## src/rtl/sipo.sv

```systemverilog
`default_nettype none
// ============================================================================
// Module   : sipo
// Brief    : Serial-in parallel-out receiver, LSB first, with idle-gap timeout.
//            Optional even-parity bit enabled by macro SIPO_PARITY_EN.
// Revision : 1.0 - initial release
// ============================================================================
module sipo #(
    parameter int DATA_WIDTH     = 8,
    parameter int TIMEOUT_CYCLES = 16
) (
    input  logic                  clk,
    input  logic                  rst,
    input  logic                  data_in,
    input  logic                  valid_in,
    output logic [DATA_WIDTH-1:0] data_out,
    output logic                  valid_out,
    output logic                  busy,
    output logic                  frame_err,
    output logic                  parity_err
);

    localparam int CW = $clog2(DATA_WIDTH + 1);
    localparam int GW = $clog2(TIMEOUT_CYCLES + 1);

    localparam logic [CW-1:0] c_LAST = CW'(DATA_WIDTH - 1);
    localparam logic [GW-1:0] c_TO   = GW'(TIMEOUT_CYCLES);

    localparam logic [1:0] S_IDLE   = 2'd0;
    localparam logic [1:0] S_SHIFT  = 2'd1;
`ifdef SIPO_PARITY_EN
    localparam logic [1:0] S_PARITY = 2'd2;
`endif

    logic [1:0]            r_state, w_state_nxt;
    logic [CW-1:0]         r_cnt, w_cnt_nxt;
    logic [GW-1:0]         r_gap, w_gap_nxt, w_gap_inc;
    logic [DATA_WIDTH-1:0] r_shift, w_shift_nxt, w_ins;
    logic [DATA_WIDTH-1:0] r_data, w_data_nxt;
    logic                  r_valid, w_valid_nxt;
    logic                  r_ferr, w_ferr_nxt;
    logic                  r_perr, w_perr_nxt;

    // Shift register with the incoming bit dropped into position r_cnt.
    always_comb begin
        w_ins = r_shift;
        for (int i = 0; i < DATA_WIDTH; i++) begin
            if (r_cnt == CW'(i)) w_ins[i] = data_in;
        end
    end

    assign w_gap_inc = r_gap + 1'b1;

    always_comb begin
        w_state_nxt = r_state;
        w_cnt_nxt   = r_cnt;
        w_gap_nxt   = r_gap;
        w_shift_nxt = r_shift;
        w_data_nxt  = r_data;
        w_valid_nxt = 1'b0;
        w_ferr_nxt  = 1'b0;
        w_perr_nxt  = 1'b0;
        case (r_state)
            S_IDLE: begin
                w_gap_nxt = '0;
                if (valid_in) begin
                    w_shift_nxt = {{(DATA_WIDTH-1){1'b0}}, data_in};
                    w_cnt_nxt   = CW'(1);
                    w_state_nxt = S_SHIFT;
                end
            end
            S_SHIFT: begin
                if (valid_in) begin
                    w_gap_nxt   = '0;
                    w_shift_nxt = w_ins;
                    if (r_cnt == c_LAST) begin
`ifdef SIPO_PARITY_EN
                        w_state_nxt = S_PARITY;
`else
                        w_data_nxt  = w_ins;
                        w_valid_nxt = 1'b1;
                        w_cnt_nxt   = '0;
                        w_state_nxt = S_IDLE;
`endif
                    end else begin
                        w_cnt_nxt = r_cnt + 1'b1;
                    end
                end else if (w_gap_inc == c_TO) begin
                    w_ferr_nxt  = 1'b1;
                    w_gap_nxt   = '0;
                    w_cnt_nxt   = '0;
                    w_shift_nxt = '0;
                    w_state_nxt = S_IDLE;
                end else begin
                    w_gap_nxt = w_gap_inc;
                end
            end
`ifdef SIPO_PARITY_EN
            S_PARITY: begin
                if (valid_in) begin
                    w_data_nxt  = r_shift;
                    w_valid_nxt = 1'b1;
                    w_perr_nxt  = (^r_shift) ^ data_in;
                    w_gap_nxt   = '0;
                    w_cnt_nxt   = '0;
                    w_state_nxt = S_IDLE;
                end else if (w_gap_inc == c_TO) begin
                    w_ferr_nxt  = 1'b1;
                    w_gap_nxt   = '0;
                    w_cnt_nxt   = '0;
                    w_shift_nxt = '0;
                    w_state_nxt = S_IDLE;
                end else begin
                    w_gap_nxt = w_gap_inc;
                end
            end
`endif
            default: begin
                w_state_nxt = S_IDLE;
                w_gap_nxt   = '0;
                w_cnt_nxt   = '0;
            end
        endcase
    end

    always_ff @(posedge clk or posedge rst) begin
        if (rst) begin
            r_state <= S_IDLE;
            r_cnt   <= '0;
            r_gap   <= '0;
            r_shift <= '0;
            r_data  <= '0;
            r_valid <= 1'b0;
            r_ferr  <= 1'b0;
            r_perr  <= 1'b0;
        end else begin
            r_state <= w_state_nxt;
            r_cnt   <= w_cnt_nxt;
            r_gap   <= w_gap_nxt;
            r_shift <= w_shift_nxt;
            r_data  <= w_data_nxt;
            r_valid <= w_valid_nxt;
            r_ferr  <= w_ferr_nxt;
            r_perr  <= w_perr_nxt;
        end
    end

    assign data_out   = r_data;
    assign valid_out  = r_valid;
    assign busy       = (r_state != S_IDLE);
    assign frame_err  = r_ferr;
    assign parity_err = r_perr;

endmodule
`default_nettype wire
```

## config.mk

```make
export PLATFORM = sky130hd
export DESIGN_NAME = sipo
export DESIGN_NICKNAME = d
export VERILOG_FILES = /design/src/rtl/sipo.sv
export SDC_FILE = /design/constraint.sdc
export NUM_CORES = 1
export LEC_CHECK = 0
export ABC_AREA = 1
export CAP_MARGIN = 15
export CORE_ASPECT_RATIO = 1.2
export CORE_MARGIN = 5
export CORE_UTILIZATION = 50
export CTS_CLUSTER_DIAMETER = 100
export DETAILED_ROUTE_END_ITERATION = 10
export HOLD_SLACK_MARGIN = 0.05
export PLACE_DENSITY = 0.73
export SYNTH_ARGS = -nofsm -noshare
export SYNTH_HDL_FRONTEND = slang
export SYNTH_SLANG_ARGS = --single-unit
```

## constraint.sdc

```tcl
create_clock -name clk -period 2.9 [get_ports clk]
set_clock_uncertainty 0.15 [all_clocks]
set_input_delay 0.87 -clock clk [delete_from_list [all_inputs] [get_ports clk]]
set_output_delay 0.87 -clock clk [all_outputs]
set_load 0.02 [all_outputs]
```

-- Word-level counts from Yosys, hierarchy flattened
Cells that the tools add are included.
W data, S select, Z words.
- output and inout port bits: 12
- input bits: 4
- flip-flop bits (word level): 29
- logic and storage cells: 60
- equal/unequal tests: 12
- reductions and logical operators: 8
- mux-type cells: 31
- add/sub/neg operators: 2
- operator list (kind ; number):
    $mux W8 ; 3
    $eq A4 B3 Y1 const B ; 4
    $mux W4 ; 4
    $pmux W8 S2 ; 1
    $mux W5 ; 3
    $mux W1 ; 14
    $reduce_and A3 Y1 ; 3
    $eq A4 B2 Y1 const B ; 2
    $mux W2 ; 4
    $pmux W4 S2 ; 1
    $ne A3 B3 Y1 const B ; 2
    $add A5 B1 Y5 const B ; 1
    $eq A5 B5 Y1 const B ; 1
    $add A4 B1 Y4 const B ; 1
    $eq A4 B1 Y1 const B ; 1
    $logic_not A4 Y1 ; 1
    $pmux W2 S2 ; 1
    $reduce_bool A2 Y1 ; 2
    $eq A2 B1 Y1 const B ; 1
    $logic_not A2 Y1 ; 1
    $ne A2 B2 Y1 const B ; 1
    $reduce_and A2 Y1 ; 1

-- Depth between registers and ports, before layout
- depth in word-level cells: 5
- depth in mapped cells: 8

-- Worst setup path after synthesis
No wires, ideal clock.
- path type: input to register
- start: input port valid_in
- end: register r_data[0], in the netlist data_out[0]
- slack: 1160 ps
- data required time: 2627 ps
- stages: 6
- arrival: 1467 ps
- cells stage by stage: nand2_1 -> nor2_4 -> inv_2 -> buf_6 -> nand2_1 -> o21ai_2
- cells in the longest elaborated chain, start to end: 1
- ends and longest elaborated chain (element ; line ; text):
    start, declared ; 15 ; input logic valid_in,
    $reduce_and A3 Y1 (no line) ; n/a ;
    end signal, assigned ; 141 ; r_data <= w_data_nxt;
    end, declared ; 39 ; logic [DATA_WIDTH-1:0] r_data, w_data_nxt;
Every way passes these cells.
A chain may end at the register's enable or synchronous reset.

-- Worst setup path after layout
- start: register r_state[0]
- end: output port busy
- cells in the longest elaborated chain, start to end: 1
- ends and longest elaborated chain (element ; line ; text):
    start, declared ; 35 ; logic [1:0] r_state, w_state_nxt;
    start signal, assigned ; 137 ; r_state <= w_state_nxt;
    $reduce_bool A2 Y1 ; 150 ; assign busy = (r_state != S_IDLE);
    end, declared ; 18 ; output logic busy,
Every way passes these cells.

==> flow_metrics.env <==
export IMPL_fillCellCount=255
export IMPL_cts_setup_buffers=0
export IMPL_dieArea_um2=3823
export IMPL_arrival_ns=1.49
export IMPL_portBuffers=14
export IMPL_powerDensity_nw_per_um2=618.2
export IMPL_hold_ws_ns=0.3462
export IMPL_ys_seq_area_share_pct=50.37
export IMPL_grt_pass1_vias=1089
export IMPL_worst_setup_path_start_kind="flip-flop"
export IMPL_cts_made_buffers=3
export IMPL_irDropWorstVdd_uv=398.6
export IMPL_drt_pass1_iter_count=4
export IMPL_finalCritPeriodShare_pct=86.52
export IMPL_grtUsageTotal_pct=16.17
export IMPL_min_period_ns=2.509
export IMPL_start_util_pct=52.55
export IMPL_clk_pin_slew_ns=0.14
export IMPL_synth_seq_cells=27
export IMPL_boundaryPins=16
export IMPL_netlist_area_um2=1341
export IMPL_grt_overflow=0
export IMPL_path_delay_family="buffers and inverters"
export IMPL_cp_slowest_cell="clkdlybuf4s50_1"
export IMPL_status="finished, final reports clean"
export IMPL_path_class="flip-flop to output port"
export IMPL_synth_fa_ha_area_share_pct=4.664
export IMPL_cts_resized=0
export IMPL_ctsHoldBuffers=0
export IMPL_core_area_um2=2552
export IMPL_hold_path_class="flip-flop to flip-flop"
export IMPL_syn_inst=164
export IMPL_antenna_left=0
export IMPL_crit_path_end_kind="output port"
export IMPL_clock_latency_ns=0.33
export IMPL_fin_tns_setup_ns=0
export IMPL_final_max_slew_viol_count=0
export IMPL_grt_max_degree=28
export IMPL_maxCapViolCount=0
export IMPL_drc=0
export IMPL_worstPathRequired_ns=1.88
export IMPL_vias=1092
export IMPL_slew_headroom_pct=64.60
export IMPL_cts_tree="built"
export IMPL_synth_top_family_by_area="simple AND/OR/NAND/NOR gates"
export IMPL_dr_first_iter_drc_count=40
export IMPL_instances_no_fill=212
export IMPL_h_tree_depth=1
export IMPL_hold_violations=0
export IMPL_grt_pass1_wl_um=4705
export IMPL_die_y_um=66.74
export IMPL_synth_simple_gate_area_share_pct=31.90
export IMPL_clock_path_buffers=2
export IMPL_fin_nets=189
export IMPL_muxShareOfSynthArea_pct=0
export IMPL_synth_compound_area_share_pct=6.157
export IMPL_final_common_cell="nand2_1"
export IMPL_path_cells="clkdlybuf4s50_1"
export IMPL_syn2layout_area_growth_pct=14.09
export IMPL_yosys_warnings=0
export IMPL_core_rowCount=20
export IMPL_root_buffer="clkbuf_4"
export IMPL_rsz0062_at_grt="no"
export IMPL_critical_path_buf_inv_count=1
export IMPL_placed_cells=208
export IMPL_layout_drive_gt1_share_pct=8.939
export IMPL_grt_antenna_before_repair=0
export IMPL_fmax_ghz=0.3986
export IMPL_synth_xor_area_share_pct=0.6530
export IMPL_finalCoreUtilization_pct=59.95
export IMPL_final_cell_mix="nand2_1, dfrtp_1, nand3_1"
export IMPL_crit_fanout=7
export IMPL_synth_fp_nets=173
export IMPL_setup_viol=0
export IMPL_ys_types=21
export IMPL_wl_um=2665
export IMPL_power_w=0.0009460
export IMPL_die_x_um=57.28
export IMPL_clock_sinks=27
export IMPL_drt_wirelength_per_cell_um=12.57
export IMPL_cellLeakagePower_nw=0.7962
export IMPL_dp_hpwl_um=2031
export IMPL_viasPerCell=5.151
export IMPL_worstMarginPinSlew_ns=0.5295
export IMPL_diodes=0
export IMPL_gp_congestion=0.8050
export IMPL_syn_avg_cell_area_um2=8.179
export IMPL_max_stage_delay_ns=0.65
worst paths after layout:
kind / start / endpoint / slack [ns] / depth (start not counted)
max in group asynchronous: rst / r_shift[4]$_DFFE_PP0P_ / 1.62 / 3
worst max-delay path: r_state[0]$_DFFE_PP0P_ / busy / 0.39 / 1
worst max register to register: r_gap[0]$_DFF_PP0_ / r_cnt[0]$_DFFE_PP0P_ / 0.95 / 8
worst min-delay path: r_gap[0]$_DFF_PP0_ / r_gap[0]$_DFF_PP0_ / 0.35 / 1
worst min register to register: r_gap[0]$_DFF_PP0_ / r_gap[0]$_DFF_PP0_ / 0.35 / 1
min in group asynchronous: rst / data_out[0]$_DFFE_PP0P_ / 0.73 / 3
metrics by stage:
stage | setup WS [ns] | instance area, um^2
after floorplan | 1.160 | 1341
after global placement | 0.5062 | 1503
after detailed placement | 0.4511 | 1503
after CTS | 0.3835 | 1530
after global routing | 0.3223 | 1530
final | 0.3911 | 1530
logic make-up after synthesis:
logic type / after synthesis
compound gates: 15
xor+xnor: 1
fa+ha+maj: 5
buf+inv: 18
flops: 27
other cells: 1
simple gates: 97
Yosys cell counts (all sizes together):
library cell  count  share of area, %
buf               3               1.8
conb              1              0.28
xnor2             1              0.65
o21ai            11               4.7
inv              14               3.9
nand2            60                17
nand4             5               2.3
nand3            15               5.6
nor2             13               4.8
clkbuf            1              0.28
or2               4               1.9
dfrtp            27                50
a21oi             4               1.5
ha                5               4.7
power by group:
group / internal [W] / switching (W)
Combinational: 0.000122 / 0.000173
Clock: 0.0000520 / 0.000115
Sequential: 0.000436 / 0.0000488
Total: 0.000609 / 0.000337
metal layers:
layer | GRT usage (%) | routed length [um] | share of wire (%) | vias to the layer above
li1 | - | - | - | 548
met1 | 18.08 | 1072 | 40 | 520
met2 | 29.14 | 1441 | 54 | 19
met3 | 2.519 | 95 | 3.6 | 5
met4 | 8.696 | 56 | 2.1 | 0
met5 | 0 | 0 | 0 | -
flip-flops by register name (all words and copies together), names as in the netlist:
signal     cells
data_out       8
frame_err      1
r_cnt          4
r_gap          5
r_shift        7
r_state        1
valid_out      1
cell type report:
cell class / instances / area, um^2 / share of cell area (%)
Sequential cell: 27 / 675.6 / 44.15
Multi-Input combinational cell: 119 / 585.6 / 38.27
Timing Repair Buffer: 15 / 147.6 / 9.648
Inverter: 14 / 52.55 / 3.434
Tap cell: 33 / 41.29 / 2.698
Clock buffer: 3 / 22.52 / 1.472
Clock inverter: 1 / 5.005 / 0.3271
Note: power is estimated with default switching activity, not from simulation.
